File: src/rtl/cpu_mem_bus_master.sv
// CPU-side initiator for the half-rate test memory bus.
// One request at a time; 32-bit accesses go out as two big-endian 16-bit beats.
module cpu_mem_bus_master #(
    parameter int HOLD_CYCLES = 2,
    parameter int ADDR_WIDTH  = 16
) (
    input  logic                  clk,
    input  logic                  reset,
    input  logic                  req_valid,
    output logic                  req_ready,
    input  logic [ADDR_WIDTH-1:0] req_addr,
    input  logic [1:0]            req_sz,
    input  logic                  req_we,
    input  logic [31:0]           req_wdata,
    output logic                  resp_valid,
    output logic [31:0]           resp_rdata,
    output logic                  resp_err,
    output logic [ADDR_WIDTH-1:0] mem_addr_out,
    output logic [15:0]           mem_write_data_out,
    output logic                  mem_data_acc_sz,
    output logic                  mem_write_data_we,
    input  logic [15:0]           mem_read_data_in
);

    typedef enum logic [1:0] {
        IDLE,
        BEAT,
        CAPTURE,
        RESP
    } state_t;

    localparam logic [1:0] SZ_8   = 2'd0;
    localparam logic [1:0] SZ_16  = 2'd1;
    localparam logic [1:0] SZ_32  = 2'd2;
    localparam logic [1:0] SZ_BAD = 2'd3;

    localparam logic [3:0] HOLD_LAST = 4'(HOLD_CYCLES - 1);

    state_t                state_q, state_d;
    logic [3:0]            hold_q, hold_d;
    logic                  beat_q, beat_d;
    logic                  ready_q;
    logic                  accept;
    logic                  on_bus;
    logic [ADDR_WIDTH-1:0] addr_q;
    logic [ADDR_WIDTH-1:0] last_addr_q;
    logic [ADDR_WIDTH-1:0] beat_off;
    logic [ADDR_WIDTH-1:0] beat_addr;
    logic [1:0]            sz_q;
    logic                  we_q;
    logic [31:0]           wdata_q;
    logic [31:0]           rbuf_q;
    logic [31:0]           rdata_q;
    logic                  err_q;
    logic [31:0]           cap_word;
    logic [15:0]           wr_word;

    // ready_q only rises while parked in IDLE, so it doubles as the IDLE qualifier
    assign accept    = req_valid & ready_q;
    assign on_bus    = (state_q == BEAT) || (state_q == CAPTURE);
    assign beat_off  = beat_q ? ADDR_WIDTH'(2) : '0;
    assign beat_addr = addr_q + beat_off;

    assign req_ready          = ready_q;
    assign resp_valid         = (state_q == RESP);
    assign resp_rdata         = rdata_q;
    assign resp_err           = err_q;
    assign mem_addr_out       = on_bus ? beat_addr : last_addr_q;
    assign mem_write_data_out = wr_word;
    assign mem_data_acc_sz    = (sz_q != SZ_8);
    assign mem_write_data_we  = (state_q == BEAT) & we_q;

    // Sequencer: beat hold counting and beat splitting
    always_comb begin
        state_d = state_q;
        hold_d  = hold_q;
        beat_d  = beat_q;
        unique case (state_q)
            IDLE: begin
                if (accept) begin
                    beat_d  = 1'b0;
                    hold_d  = '0;
                    state_d = (req_sz == SZ_BAD) ? RESP : BEAT;
                end
            end
            BEAT: begin
                if (hold_q == HOLD_LAST) begin
                    hold_d  = '0;
                    state_d = CAPTURE;
                end else begin
                    hold_d = hold_q + 4'd1;
                end
            end
            CAPTURE: begin
                if (sz_q == SZ_32 && !beat_q) begin
                    beat_d  = 1'b1;
                    state_d = BEAT;
                end else begin
                    state_d = RESP;
                end
            end
            RESP: state_d = IDLE;
            default: state_d = IDLE;
        endcase
    end

    // Merge the sampled bus word into the right-justified read result
    always_comb begin
        cap_word = '0;
        unique case (sz_q)
            SZ_8:  cap_word = {24'h0, mem_read_data_in[7:0]};
            SZ_16: cap_word = {16'h0, mem_read_data_in};
            default: begin
                if (beat_q) cap_word = {rbuf_q[31:16], mem_read_data_in};
                else        cap_word = {mem_read_data_in, rbuf_q[15:0]};
            end
        endcase
    end

    // Select the 16-bit write word for the current beat
    always_comb begin
        wr_word = '0;
        unique case (sz_q)
            SZ_8:   wr_word = {8'h0, wdata_q[7:0]};
            SZ_16:  wr_word = wdata_q[15:0];
            SZ_32:  wr_word = beat_q ? wdata_q[15:0] : wdata_q[31:16];
            default: wr_word = '0;
        endcase
    end

    // Control state registers
    always_ff @(posedge clk or posedge reset) begin
        if (reset) begin
            state_q <= IDLE;
            hold_q  <= '0;
            beat_q  <= 1'b0;
            ready_q <= 1'b0;
        end else begin
            state_q <= state_d;
            hold_q  <= hold_d;
            beat_q  <= beat_d;
            ready_q <= (state_d == IDLE);
        end
    end

    // Request latch, read assembly and response registers
    always_ff @(posedge clk or posedge reset) begin
        if (reset) begin
            addr_q      <= '0;
            last_addr_q <= '0;
            sz_q        <= SZ_8;
            we_q        <= 1'b0;
            wdata_q     <= '0;
            rbuf_q      <= '0;
            rdata_q     <= '0;
            err_q       <= 1'b0;
        end else begin
            if (accept) begin
                addr_q  <= req_addr;
                sz_q    <= req_sz;
                we_q    <= req_we;
                wdata_q <= req_wdata;
                rbuf_q  <= '0;
                if (req_sz == SZ_BAD) begin
                    rdata_q <= '0;
                    err_q   <= 1'b1;
                end
            end
            if (on_bus) begin
                last_addr_q <= beat_addr;
            end
            if (state_q == CAPTURE) begin
                rbuf_q <= cap_word;
                if (state_d == RESP) begin
                    rdata_q <= we_q ? 32'h0 : cap_word;
                    err_q   <= 1'b0;
                end
            end
        end
    end

endmodule

File: config.mk
export PLATFORM = sky130hd
export DESIGN_NAME = cpu_mem_bus_master
export DESIGN_NICKNAME = d
export VERILOG_FILES = /design/src/rtl/cpu_mem_bus_master.sv
export SDC_FILE = /design/constraint.sdc
export NUM_CORES = 1
export LEC_CHECK = 0
export BUFFER_PORTS_ARGS = -buffer_cell sky130_fd_sc_hd__clkbuf_2
export CAP_MARGIN = 10
export CELL_PAD_IN_SITES_DETAIL_PLACEMENT = 1
export CELL_PAD_IN_SITES_GLOBAL_PLACEMENT = 1
export CORE_UTILIZATION = 48
export CTS_BUF_LIST = sky130_fd_sc_hd__clkbuf_4 sky130_fd_sc_hd__clkbuf_8
export CTS_CLUSTER_SIZE = 12
export DETAILED_ROUTE_END_ITERATION = 7
export PLACE_DENSITY = 0.93
export SETUP_SLACK_MARGIN = 0.1
export SLEW_MARGIN = 15
export SYNTH_ARGS = -nofsm -noshare
export SYNTH_HDL_FRONTEND = slang
export SYNTH_SLANG_ARGS = --single-unit
File: constraint.sdc
create_clock -name clk -period 12 [get_ports clk]
set_input_delay 0.6 -clock clk [delete_from_list [all_inputs] [get_ports clk]]
set_output_delay 0.6 -clock clk [all_outputs]
set_load 0.005 [all_outputs]
# ---- After elaboration in Yosys (flattened, before gate mapping)
# Cells that the tools add are included.
# W data, S select, Z words.
dict set report totals {
  regBits 140
  wordCells 66
  output_inout_bits 69
  inputBits 70
}
dict set report op_classes {
  n_addsub 2
  n_bitwise 2
  mux 28
  eq_ne 10
  reduce_logical 12
}
# op count
set ops {}
lappend ops {{$mux W32} 8}
lappend ops {{$pmux W32 S2} 1}
lappend ops {{$pmux W16 S3} 1}
lappend ops {{$mux W16} 2}
lappend ops {{$add A16 B2 Y16} 1}
lappend ops {{$eq A2 B2 Y1 const B} 5}
lappend ops {{$mux W2} 5}
lappend ops {{$mux W4} 2}
lappend ops {{$pmux W2 S4} 1}
lappend ops {{$pmux W4 S2} 1}
lappend ops {{$reduce_bool A2 Y1} 4}
lappend ops {{$logic_not A2 Y1} 3}
lappend ops {{$mux W1} 6}
lappend ops {{$add A4 B1 Y4 const B} 1}
lappend ops {{$eq A2 B1 Y1 const B} 2}
lappend ops {{$eq A4 B1 Y1 const B} 1}
lappend ops {{$reduce_and A3 Y1} 1}
lappend ops {{$and A1 B1 Y1} 2}
lappend ops {{$ne A2 B1 Y1 const B} 1}
lappend ops {{$ne A2 B2 Y1 const B} 1}
lappend ops {{$pmux W1 S2} 1}
lappend ops {{$reduce_and A2 Y1} 1}
lappend ops {{$logic_and A1 B1 Y1} 1}
lappend ops {{$logic_not A1 Y1} 1}
lappend ops {{$logic_or A1 B1 Y1} 1}

# ---- Depth between registers and ports, before layout
dict set report depth {
  depth_word 7
  ltp_mapped 8
  depth_no_buf 6
}

# ---- Worst setup path after synthesis
# Ideal clock, no wire load.
dict set report synth_path {
  path_kind {reg-to-output}
  from {register beat_q}
  to {output port mem_addr_out[15]}
  n_path_buf 0
  t_arrival_ns 1.760
  path_slack_ns 9.640
  required_ns 11.400
  stages_incl_launch_ff 7
  path_cell_list {dfrtp_1 ha_1 ha_1 and4_1 nand4_1 or4_1 a31oi_1}
}
dict set report synth_via {
  elab_chain_cells 3
}
# element line_no
set synth_rtl {}
lappend synth_rtl {{start: declaration} 41} ;# logic beat_q, beat_d;
lappend synth_rtl {{start signal: assignment} 141} ;# beat_q <= beat_d;
lappend synth_rtl {{$mux W2} 61} ;# assign beat_off = beat_q ? ADDR_WIDTH'(2) : '0;
lappend synth_rtl {{$add A16 B2 Y16} 62} ;# assign beat_addr = addr_q + beat_off;
lappend synth_rtl {{$mux W16} --}
lappend synth_rtl {{end: declaration} 18} ;# output logic [ADDR_WIDTH-1:0] mem_addr_out,
# No other way between the ends.

# ---- Worst setup path after layout
# Ends and elaborated chain as after synthesis.

==> impl_results.md <==
* Status: complete, no violations
* Vias in the first global route at 5367
* Final instance area at 7610 um^2
* Root Buffer: clkbuf_8
* Worst clock skew at 12.0 ps
* Post-Place Cells at 834
* Largest net degree at the start of global routing at 87
* Synth Flop Type: dfrtp_1
* Cts bufs inserted at 17
* Worst path arrival time at between 3000 and 4000 ps
* Total power at 0.00205 W
* Post-Syn Nets at around 630
* Final Setup Violations at 0
* Clock latency on the worst-skew pair at 470 ps
* CP endpoint kind: output pin
* Fillers at roughly 1400
* Max Slew Vio Count at 0
* PD cells at 269 nW/um^2
* Fin crit period at between 3000 and 4000 ps
* Crit path depth at 7
* Critical path required time at roughly 11000 ps
* Crit share post-route at 0.327
* Placed Area at about 7200 um^2
* CP most frequent cell: ha_1
* Core ar. at roughly 13000 um^2
* Synth async-reset ratio at 1.00
* Number of max-cap violations at 0
* Grt ovf at 0
* Wire length per cell at 20.8 um
* IO Port Bufs at 138
* All-Layer GR Usage at 0.285
* CP endpoint: mem_addr_out[15]
* Worst-path clk slew at 80 ps
* Share of cells above drive strength 1 at 0.363
* FF-to-FF End: resp_rdata[26]$_DFF_PP0_
* Worst path slowest cell: dfrtp_1
* Crit-path cells: ha_1, ha_1, and4_1, nand4_1, or4_1, a31oi_1, clkbuf_2
* Register area at 3500 um^2
* Relative slew margins at 0.290
* Postcts setup bufs at 0
* Multi-input combinational cell area at 2710 um^2
* Die ar. at 13700 um^2
* Critical path fanouts, max at 24
* Share of the yosys chip area belonging to registers at 0.550
* Synthesized area at 6370 um^2
* FP Rows at 41
* Maximum clock path buffer count at 2
* P_leak at 3.66 nW
* Final #Nets at ~760
* CP startpoint kind: flop
* Critical path's largest stage delay at approximately 1100 ps
* DRC errors left at 0
* Via count at just under 5000
* Finished Layout Cells at 866
* Setup CP Type: flop to output pin
* Synth warn at 0
* Initial antenna violation count at 0
* Final ANT Viol Nets at 0
* Post-Synthesis Cells at 555
* CTS resizes at 0
* Reg2Reg Launch Point: beat_q$_DFFE_PP0P_
* RSZ-0062 raised after global routing: false
* Drt pass-1 iters at 5
* Max IR drop VDD at approximately 0.12 mV
* Depth of the CTS H-tree at 4
* DR iter-0 viols at ~340
* First-pass GRT wire length at 28700 um
* DP HPWL at between 10000 and 15000 um
* Routed WL at between 15000 and 20000 um
* Crit-path leading delay family: flip-flops
* Initial Util at 0.499
* Worst setup margin at 8080 ps
* Commonest non-fill, non-tap cell in the layout: dfrtp_1
* Clk sinks at 140
* Synth cell types at 45
* Hold Fails Final Rpt at 0
* Via density at ~5.7
* Ant diodes at 0
* Synth top area share at 0.550
* Die Width at 117 um
* CP Buf/Inv Count at 1
* Synth top area cells: dfrtp_1 (55%), mux2_2 (12%), nand2_1 (4.4%), a22o_1 (3.4%), mux2i_1 (2.8%)
* R2R depth at 4
* Gpl congestion at 0.819
* Most frequent cells in the layout: dfrtp_1 (140), clkbuf_2 (138), nand2_1 (73)
* Hold buffer count at cts at 0
* Worst setup path start: beat_q$_DFFE_PP0P_
* Syn_area_per_cell at ~11 um^2
* Register-to-register setup slack at roughly 8800 ps
* Die height at 117 um
* Layout area overhead at 19.4%
* CTS tree: done
* Setup TNS at 0 ps
* Worst-Margin Slew at 1070 ps
* IO Count at 139
* Worst hold path class: primary input to async pin
* Yosys top cell by area: dfrtp_1
* Synth Register Bits at 140
* Post-synth EDFFs at 0
* Post-place setup slack at 8390 ps
* Fmax at 0.255 GHz
[worst min path at each step]
| stage | start | endpoint | slack [ps] | cells after the start |
|---|---|---|---|---|
| 6_report | reset | wdata_q[11]$_DFFE_PP0P_ | 180 | 2 |
| 5_1_grt | reset | wdata_q[15]$_DFFE_PP0P_ | 210 | 2 |
| 4_1_cts | reset | wdata_q[30]$_DFFE_PP0P_ | 190 | 2 |
| 3_5_place_dp | resp_rdata[29]$_DFF_PP0_ | resp_rdata[29]$_DFF_PP0_ | 480 | 1 |
| 3_3_place_gp | resp_rdata[28]$_DFF_PP0_ | resp_rdata[28]$_DFF_PP0_ | 480 | 1 |
| 2_1_floorplan | hold_q[2]$_DFFE_PP0P_ | hold_q[2]$_DFFE_PP0P_ | 470 | 1 |
[cells in the mapped netlist (6+ instances only)]
cell       count
dfrtp_1      140
nand2_1       74
mux2_2        70
clkbuf_1      27
nor2_1        26
a22o_1        25
a21oi_1       23
nand3_1       23
o21ai_0       20
mux2i_1       18
o2bb2ai_1     17
inv_1         10
a21o_1         9
ha_1           8
xnor2_1        8
a2bb2o_1       7
nand4_1        6
[state kept, by name (all words and copies together), names as in the netlist, 2 cells and up]
name	count
wdata_q	32
resp_rdata	32
state_q	2
last_addr_q	16
sz_q	2
hold_q	4
addr_q	16
rbuf_q	32
[power breakdown]
group / switching (W) / leakage [nW] / internal [W]
logic: 0.000455 / 1.68 / 0.000371
registers: 0.000150 / 1.78 / 0.000672
clock network: 0.000190 / 0.207 / 0.000211
[stage by stage]
step | hold slack (ps) | utilization
2_1_floorplan | 466 | -
3_3_place_gp | 475 | 0.561
3_5_place_dp | 477 | 0.561
4_1_cts | 187 | 0.594
5_1_grt | 214 | 0.595
6_report | 179 | 0.595
[metal layers]
layer / track usage / wire length, um / vias up
met4: 0.153 / 711 / 0
met2: 0.484 / 9410 / 145
met1: 0.339 / 7160 / 2526
met3: 0.0608 / 703 / 57
met5: 0 / 0 / -
li1: - / - / 2231
[kinds of logic after synthesis]
kind of cell | share of synthesized area
AND/OR/NAND/NOR | 0.106
flip-flops | 0.550
AO/OA/AOI/OAI | 0.133
multiplexers | 0.152
buffers and inverters | 0.0281
XOR/XNOR | 0.0151
adder cells (fa/ha/maj) | 0.0157
[cell type report]
cell class / instances / share of cell area
Tap cell: 172 / 0.0283
Clock inverter: 10 / 0.0146
Clock buffer: 22 / 0.0398
Timing Repair Buffer: 141 / 0.0943
Inverter: 10 / 0.00559
Sequential cell: 140 / 0.461
Multi-Input combinational cell: 371 / 0.357
Note: power is estimated with default switching activity, not from simulation.
